<file path="src/rtl/norm_pkg.sv">
// Shared types and width helpers for the psum normaliser.
package norm_pkg;

  typedef enum logic [1:0] {
    IDLE = 2'd0,
    SUM  = 2'd1,
    DIV  = 2'd2,
    OUT  = 2'd3
  } state_t;

  localparam logic MODE_L1  = 1'b0;
  localparam logic MODE_MAX = 1'b1;

  localparam int BW_DEF   = 8;
  localparam int COL_DEF  = 8;
  localparam int FRAC_DEF = 8;

  // Never returns 0 so counters stay at least one bit wide.
  function automatic int clog2_min1(input int v);
    return (v <= 2) ? 1 : $clog2(v);
  endfunction

  function automatic int ch_width(input int col);
    return clog2_min1(col);
  endfunction

  function automatic int iter_width(input int frac);
    return clog2_min1(frac + 1);
  endfunction

  function automatic int denom_width(input int bw_psum, input int col);
    return bw_psum + $clog2(col);
  endfunction

endpackage

</file>
<file path="src/rtl/norm_div_seq.sv">
// Restoring divider: one quotient bit per cycle, frac+1 cycles per division.
// The first iteration works on num directly, so there is no load cycle.
module norm_div_seq
  import norm_pkg::*;
#(
  parameter int bw_psum = 20,
  parameter int dw      = 23,
  parameter int frac    = 8
) (
  input  logic               clk,
  input  logic               reset,
  input  logic               start,
  input  logic [bw_psum-1:0] num,
  input  logic [dw-1:0]      den,
  input  logic               neg,
  output logic [bw_psum-1:0] result,
  output logic               done
);

  localparam int qw = frac + 1;
  localparam int iw = iter_width(frac);
  localparam logic [iw-1:0] ITER_LAST = iw'(frac);

  logic          active;
  logic          run;
  logic          q_bit;
  logic [iw-1:0] iter;
  logic [iw-1:0] cur_iter;
  logic [dw:0]   rem;
  logic [dw:0]   r_cur;
  logic [dw:0]   r_sub;
  logic [qw-1:0] quo;
  logic [qw-1:0] quo_next;
  logic [bw_psum-1:0] mag;

  always_comb begin
    run      = start | active;
    cur_iter = start ? '0 : iter;
    r_cur    = start ? (dw+1)'(num) : rem;
    q_bit    = (r_cur >= {1'b0, den});
    r_sub    = q_bit ? (r_cur - {1'b0, den}) : r_cur;
    quo_next = qw'({quo, q_bit});
    done     = run && (cur_iter == ITER_LAST);
    mag      = bw_psum'(quo_next);
    result   = neg ? -mag : mag;
  end

  always_ff @(posedge clk) begin
    if (reset) begin
      active <= 1'b0;
      iter   <= '0;
      rem    <= '0;
      quo    <= '0;
    end else if (run) begin
      rem    <= r_sub << 1;
      quo    <= quo_next;
      iter   <= done ? '0 : cur_iter + iw'(1);
      active <= !done;
    end
  end

endmodule

</file>
<file path="src/rtl/norm_seq.sv">
// Psum vector normaliser: per-vector L1 or max-abs denominator, one shared divider.
//   state | meaning
//   IDLE  | waiting for an input vector, in_ready high
//   SUM   | accumulating the denominator, one channel per cycle
//   DIV   | dividing each channel in turn, frac+1 cycles each
//   OUT   | result held until out_ready
module norm_seq
  import norm_pkg::*;
#(
  parameter int bw      = BW_DEF,
  parameter int bw_psum = 2*bw + 4,
  parameter int col     = COL_DEF,
  parameter int frac    = FRAC_DEF
) (
  input  logic                   clk,
  input  logic                   reset,
  input  logic [bw_psum*col-1:0] in,
  input  logic                   in_valid,
  output logic                   in_ready,
  input  logic                   mode,
  output logic [bw_psum*col-1:0] out,
  output logic                   out_valid,
  input  logic                   out_ready,
  output logic                   busy
);

  localparam int cw = ch_width(col);
  localparam int dw = denom_width(bw_psum, col);
  localparam logic [cw-1:0] CH_LAST = cw'(col - 1);

  if (frac > bw_psum - 2) begin : g_frac_chk
    $error("norm_seq: frac must not exceed bw_psum-2");
  end
  if (bw_psum < 2*bw) begin : g_bw_chk
    $error("norm_seq: bw_psum narrower than a full product");
  end

  state_t state, state_next;

  logic [bw_psum*col-1:0] vec_q;
  logic                   mode_q;
  logic [cw-1:0]          ch;
  logic [dw-1:0]          denom;
  logic [dw-1:0]          denom_next;
  logic [dw-1:0]          abs_ext;
  logic [bw_psum-1:0]     x_k;
  logic [bw_psum-1:0]     abs_k;
  logic                   launch;
  logic                   div_start;
  logic                   div_done;
  logic [bw_psum-1:0]     div_res;

  // |x| kept at bw_psum bits unsigned so the most negative psum is exact.
  always_comb begin
    x_k     = vec_q[ch*bw_psum +: bw_psum];
    abs_k   = x_k[bw_psum-1] ? (~x_k + bw_psum'(1)) : x_k;
    abs_ext = dw'(abs_k);
    denom_next = denom;
    case (mode_q)
      MODE_L1:  denom_next = denom + abs_ext;
      MODE_MAX: denom_next = (abs_ext > denom) ? abs_ext : denom;
    endcase
  end

  always_ff @(posedge clk) begin
    if (reset) state <= IDLE;
    else       state <= state_next;
  end

  always_comb begin
    state_next = state;
    case (state)
      IDLE: if (in_valid) state_next = SUM;
      SUM:  if (ch == CH_LAST) state_next = (denom_next == '0) ? OUT : DIV;
      DIV:  if (div_done && ch == CH_LAST) state_next = OUT;
      OUT:  if (out_ready) state_next = IDLE;
      default: state_next = IDLE;
    endcase
  end

  always_comb begin
    in_ready  = (state == IDLE);
    out_valid = (state == OUT);
    busy      = (state != IDLE);
  end

  assign div_start = (state == DIV) && launch;

  // ch wraps to 0 after the last channel because col is a power of two.
  always_ff @(posedge clk) begin
    if (reset) begin
      vec_q  <= '0;
      mode_q <= MODE_L1;
      out    <= '0;
      ch     <= '0;
      denom  <= '0;
      launch <= 1'b0;
    end else begin
      case (state)
        IDLE: begin
          if (in_valid) begin
            vec_q  <= in;
            mode_q <= mode;
            out    <= '0;
            ch     <= '0;
            denom  <= '0;
          end
        end
        SUM: begin
          denom <= denom_next;
          ch    <= ch + cw'(1);
          if (ch == CH_LAST) launch <= (denom_next != '0);
        end
        DIV: begin
          launch <= 1'b0;
          if (div_done) begin
            out[ch*bw_psum +: bw_psum] <= div_res;
            ch     <= ch + cw'(1);
            launch <= (ch != CH_LAST);
          end
        end
        default: ;
      endcase
    end
  end

  norm_div_seq #(
    .bw_psum (bw_psum),
    .dw      (dw),
    .frac    (frac)
  ) u_div (
    .clk    (clk),
    .reset  (reset),
    .start  (div_start),
    .num    (abs_k),
    .den    (denom),
    .neg    (x_k[bw_psum-1]),
    .result (div_res),
    .done   (div_done)
  );

endmodule

</file>
<file path="config.mk">
export PLATFORM = sky130hd
export DESIGN_NAME = norm_seq
export DESIGN_NICKNAME = d
export VERILOG_FILES = /design/src/rtl/norm_pkg.sv /design/src/rtl/norm_div_seq.sv /design/src/rtl/norm_seq.sv
export SDC_FILE = /design/constraint.sdc
export NUM_CORES = 1
export LEC_CHECK = 0
export CORE_MARGIN = 4
export CORE_UTILIZATION = 25
export CTS_CLUSTER_SIZE = 28
export DETAILED_ROUTE_END_ITERATION = 8
export PLACE_DENSITY_LB_ADDON = 0.1
export SLEW_MARGIN = 20
export SYNTH_ARGS = -nofsm -noshare
export SYNTH_HDL_FRONTEND = slang
export SYNTH_SLANG_ARGS = --single-unit
</file>
<file path="constraint.sdc">
create_clock -name clk -period 21.9 [get_ports clk]
set_input_delay 4.38 -clock clk [delete_from_list [all_inputs] [get_ports clk]]
set_output_delay 4.38 -clock clk [all_outputs]
set_load 0.01 [all_outputs]
</file>
==> impl_metrics.sql <==
INSERT INTO impl_metrics (metric_group, metric, value, unit) VALUES
('status', 'outcome', 'finished clean', ''),
('critical_path', 'critPathLaunchType', 'flip-flop', ''),
('floorplan', 'die_height', '305.4', 'um'),
('synthesis', 'syn-mean-instance-area', '7.786', 'um2'),
('detailed_routing', 'detail_route.drc_violations', '0', ''),
('floorplan', 'dieArea', '0.09324', 'mm2'),
('critical_path', 'rrSetupSlack', '13000', 'ps'),
('critical_path', 'critical_path_peak_fanout', '68', ''),
('clock_network', 'cts-hold-fix-buffers', '0', ''),
('worst_hold_path', 'hold_path.startpoint', 'vec_q[38]', ''),
('synthesis', 'synthDominantAreaCellType', 'sky130_fd_sc_hd__dfxtp_1', ''),
('synthesis', 'synthTopCellsByArea', 'sky130_fd_sc_hd__dfxtp_1 (35%), sky130_fd_sc_hd__nand2_1 (9.7%), sky130_fd_sc_hd__a21oi_1 (6.6%)', ''),
('critical_path', 'critical-path-max-stage-delay', '1000', 'ps'),
('detailed_routing', 'first_pass_iters', '7', ''),
('detailed_routing', 'routed-via-count', '22276', ''),
('placed_design', 'detailedPlace.worstSlack', '12970', 'ps'),
('synthesis', 'postSynth.asyncResetShare', '0', '%'),
('power', 'totalPowerFinal', '0.003559', 'W'),
('synthesis', 'synth_top_area_share', '34.96', '%'),
('global_routing', 'grt_antenna_before_repair', '3', ''),
('critical_path', 'worst_path_dominant_cell_family', 'simple AND/OR/NAND/NOR gates', ''),
('worst_hold_path', 'hold_class', 'reg -> reg', ''),
('cells_and_area', 'utilization', '32.07', '%'),
('critical_path', 'path_buf_inv', '1', ''),
('synthesis', 'synth-warning-count', '0', ''),
('detailed_routing', 'routed.top_layer', 'met4', ''),
('placed_design', 'gpl.final_weighted_congestion', '0.9011', ''),
('critical_path', 'cp_cell_instances', 'mux4_1, mux2i_1, nor4b_2, nand3_1, o41ai_1, xor2_1, mux2_2, ha_1, nand4_1, or2_0, o221ai_1, nand3_1, nand2_1, inv_1, ha_1, nand2b_1, o21ai_1, or2_2, nor2_1, a21oi_1, or2_2, mux2i_1, a22oi_1, nor2_1', ''),
('clock_network', 'numClockSinks', '386', ''),
('sta', 'finalCritPeriodShare', '40.64', '%'),
('critical_path', 'worst_r2r_path_depth', '24', ''),
('detailed_routing', 'drt-vias-per-instance', '5.222', ''),
('sta', 'fin_setup_tns', '0', 'ps'),
('floorplan', 'row_count', '108', ''),
('global_routing', 'first_pass_grt_wire_length', '141000', 'um'),
('clock_network', 'clock_tree.htree_level_count', '2', ''),
('detailed_routing', 'route.final.wire_length', '94440', 'um'),
('sta', 'finalCriticalPeriod', '8899', 'ps'),
('sta', 'timing.final.ws_setup', '13000', 'ps'),
('power', 'powerDensity', '127.1', 'mW/mm2'),
('detailed_routing', 'met2_wirelength', '43820', 'um'),
('cells_and_area', 'nNetsFinal', '3329', ''),
('sta', 'setup_viol', '0', ''),
('synthesis', 'synth.cells.most_frequent', 'sky130_fd_sc_hd__nand2_1 (570), sky130_fd_sc_hd__dfxtp_1 (386), sky130_fd_sc_hd__a21oi_1 (290)', ''),
('synthesis', 'syn_inst', '2839', ''),
('floorplan', 'die_w', '305.4', 'um'),
('floorplan', 'initial_utilization', '25.32', '%'),
('sta', 'slew_headroom', '23.81', '%'),
('synthesis', 'share_of_the_yosys_chip_area_belonging_to_registers', '34.96', '%'),
('clock_network', 'post_cts.resized_instances', '0', ''),
('synthesis', 'synth_edf_count', '0', ''),
('global_routing', 'groute.usage.overall', '19.32', '%'),
('job', 'max_cap_viol_count', '0', ''),
('detailed_routing', 'avgRoutedWirePerCell', '22.14', 'um'),
('clock_network', 'ctsLongestPathBuffers', '3', ''),
('detailed_routing', 'wl_met3', '5801', 'um'),
('global_routing', 'grt_start_max_net_pins', '101', ''),
('clock_network', 'clk_pin_slew', '60', 'ps'),
('clock_network', 'worst_skew_pair.late_latency', '610', 'ps'),
('power', 'power_leakage', '10.20', 'nW'),
('critical_path', 'critical_path_required', '22420', 'ps'),
('power', 'max_vdd_drop', '0.06529', 'mV'),
('worst_hold_path', 'hold_depth', '2', ''),
('critical_path', 'worst_r2r_startpoint', 'ch[0]', ''),
('critical_path', 'critical_path.slowest_cell', 'sky130_fd_sc_hd__dfxtp_4', ''),
('critical_path', 'crit_type', 'reg -> reg', ''),
('clock_network', 'master_cell_of_the_clock_root_buffer', 'sky130_fd_sc_hd__clkbuf_16', ''),
('detailed_routing', 'wirelength_met1', '43090', 'um'),
('clock_network', 'cts_tree', 'built', ''),
('global_routing', 'via_count_of_the_first_global_routing_pass', '21982', ''),
('sta', 'timing.final.hold_violations', '0', '');
[worst reg2reg max path, cell delays in order (launching register included)]
cell and delay (ps):
sky130_fd_sc_hd__dfxtp_4 1000, sky130_fd_sc_hd__mux4_1 700, sky130_fd_sc_hd__mux2i_1 200, sky130_fd_sc_hd__nor4b_2 400
sky130_fd_sc_hd__nand3_1 300, sky130_fd_sc_hd__o41ai_1 480, sky130_fd_sc_hd__xor2_1 690, sky130_fd_sc_hd__mux2_2 320
sky130_fd_sc_hd__ha_1 210, sky130_fd_sc_hd__nand4_1 200, sky130_fd_sc_hd__or2_0 290, sky130_fd_sc_hd__o221ai_1 270
sky130_fd_sc_hd__nand3_1 240, sky130_fd_sc_hd__nand2_1 660, sky130_fd_sc_hd__inv_1 170, sky130_fd_sc_hd__ha_1 240
sky130_fd_sc_hd__nand2b_1 140, sky130_fd_sc_hd__o21ai_1 210, sky130_fd_sc_hd__or2_2 470, sky130_fd_sc_hd__nor2_1 220
sky130_fd_sc_hd__a21oi_1 90, sky130_fd_sc_hd__or2_2 390, sky130_fd_sc_hd__mux2i_1 660, sky130_fd_sc_hd__a22oi_1 160
sky130_fd_sc_hd__nor2_1 110
[registers in the layout (all words and copies together) (netlist names)]
signal and count:
ch 3, denom 23, launch 1, mode_q 1, out 160, state 2
u_div.active 1, u_div.iter 4, u_div.quo 8, u_div.rem 23, vec_q 160
[cell families after synthesis]
logic type | count (synthesis) | share of synthesized area (%)
and+or+nand+nor | 1115 | 21.63
adders and majority gates | 92 | 5.275
DFF | 386 | 34.96
xor gates and xnor gates | 60 | 2.377
muxes | 105 | 6.951
AOI/OAI and AO/OA | 814 | 23.56
buffers and inverters | 267 | 5.241
[layer usage]
layer  GRT usage (%)  up-vias
li1                -    10620
met1           26.59    10855
met2           31.75      697
met3           3.385      104
met4           4.197        0
met5               0        -
[layout by cell type (no fill, tap or decap), types with 16 or more instances in the layout]
| cell | instances |
|---|---|
| sky130_fd_sc_hd__nor2_1 | 272 |
| sky130_fd_sc_hd__clkbuf_16 | 50 |
| sky130_fd_sc_hd__mux2i_1 | 49 |
| sky130_fd_sc_hd__inv_1 | 85 |
| sky130_fd_sc_hd__nor3_1 | 69 |
| sky130_fd_sc_hd__and2_1 | 20 |
| sky130_fd_sc_hd__and3_1 | 16 |
| sky130_fd_sc_hd__nand2_1 | 569 |
| sky130_fd_sc_hd__xor2_1 | 27 |
| sky130_fd_sc_hd__nand3_1 | 60 |
| sky130_fd_sc_hd__a31oi_1 | 26 |
| sky130_fd_sc_hd__nand2b_1 | 19 |
| sky130_fd_sc_hd__dfxtp_1 | 384 |
| sky130_fd_sc_hd__ha_1 | 89 |
| sky130_fd_sc_hd__xnor2_1 | 32 |
| sky130_fd_sc_hd__a21o_1 | 18 |
| sky130_fd_sc_hd__clkdlybuf4s50_1 | 326 |
| sky130_fd_sc_hd__o31ai_1 | 32 |
| sky130_fd_sc_hd__buf_4 | 36 |
| sky130_fd_sc_hd__a22o_1 | 21 |
| sky130_fd_sc_hd__o22ai_1 | 32 |
| sky130_fd_sc_hd__a22oi_1 | 96 |
| sky130_fd_sc_hd__o21ai_0 | 127 |
| sky130_fd_sc_hd__mux2_2 | 23 |
| sky130_fd_sc_hd__mux4_2 | 16 |
| sky130_fd_sc_hd__a21oi_1 | 290 |
[worst max path at each step]
stage / start / to / slack (ps) / cells after the start
finish: ch[0] / out[124] / 13000 / 24
global route: ch[0] / out[32] / 12230 / 26
CTS: ch[0] / out[126] / 12960 / 26
detailed placement: ch[0] / out[126] / 12970 / 26
global placement: ch[0] / out[96] / 13250 / 26
floorplan: ch[0] / out[120] / 14870 / 35
[power by group]
group          switching [W]  total [W]  internal [W]
sequential         0.0000646   0.000829      0.000764
combinational        0.00132    0.00189      0.000569
clock               0.000332   0.000837      0.000505
[area by class of cell]
class	count	area (um2)
fill	9307	59300
clock inverter	22	280.3
sequential	386	7735
inverter	86	322.8
timing repair buffer	363	3548
antenna	2	5.005
multi-input combinational	2186	13270
clock buffer	66	1391
tap	1155	1445
[through the flow]
stage	hold slack [ps]	cells	instance area (um2)
final	451.0	4266	27990
after floorplan	429.4	2839	22110
after global placement	443.6	4176	26320
after CTS	452.5	4264	27990
after global routing	470.0	4266	27990
after detailed placement	444.0	4176	26320
No activity file was read; power rests on OpenSTA's default activity.
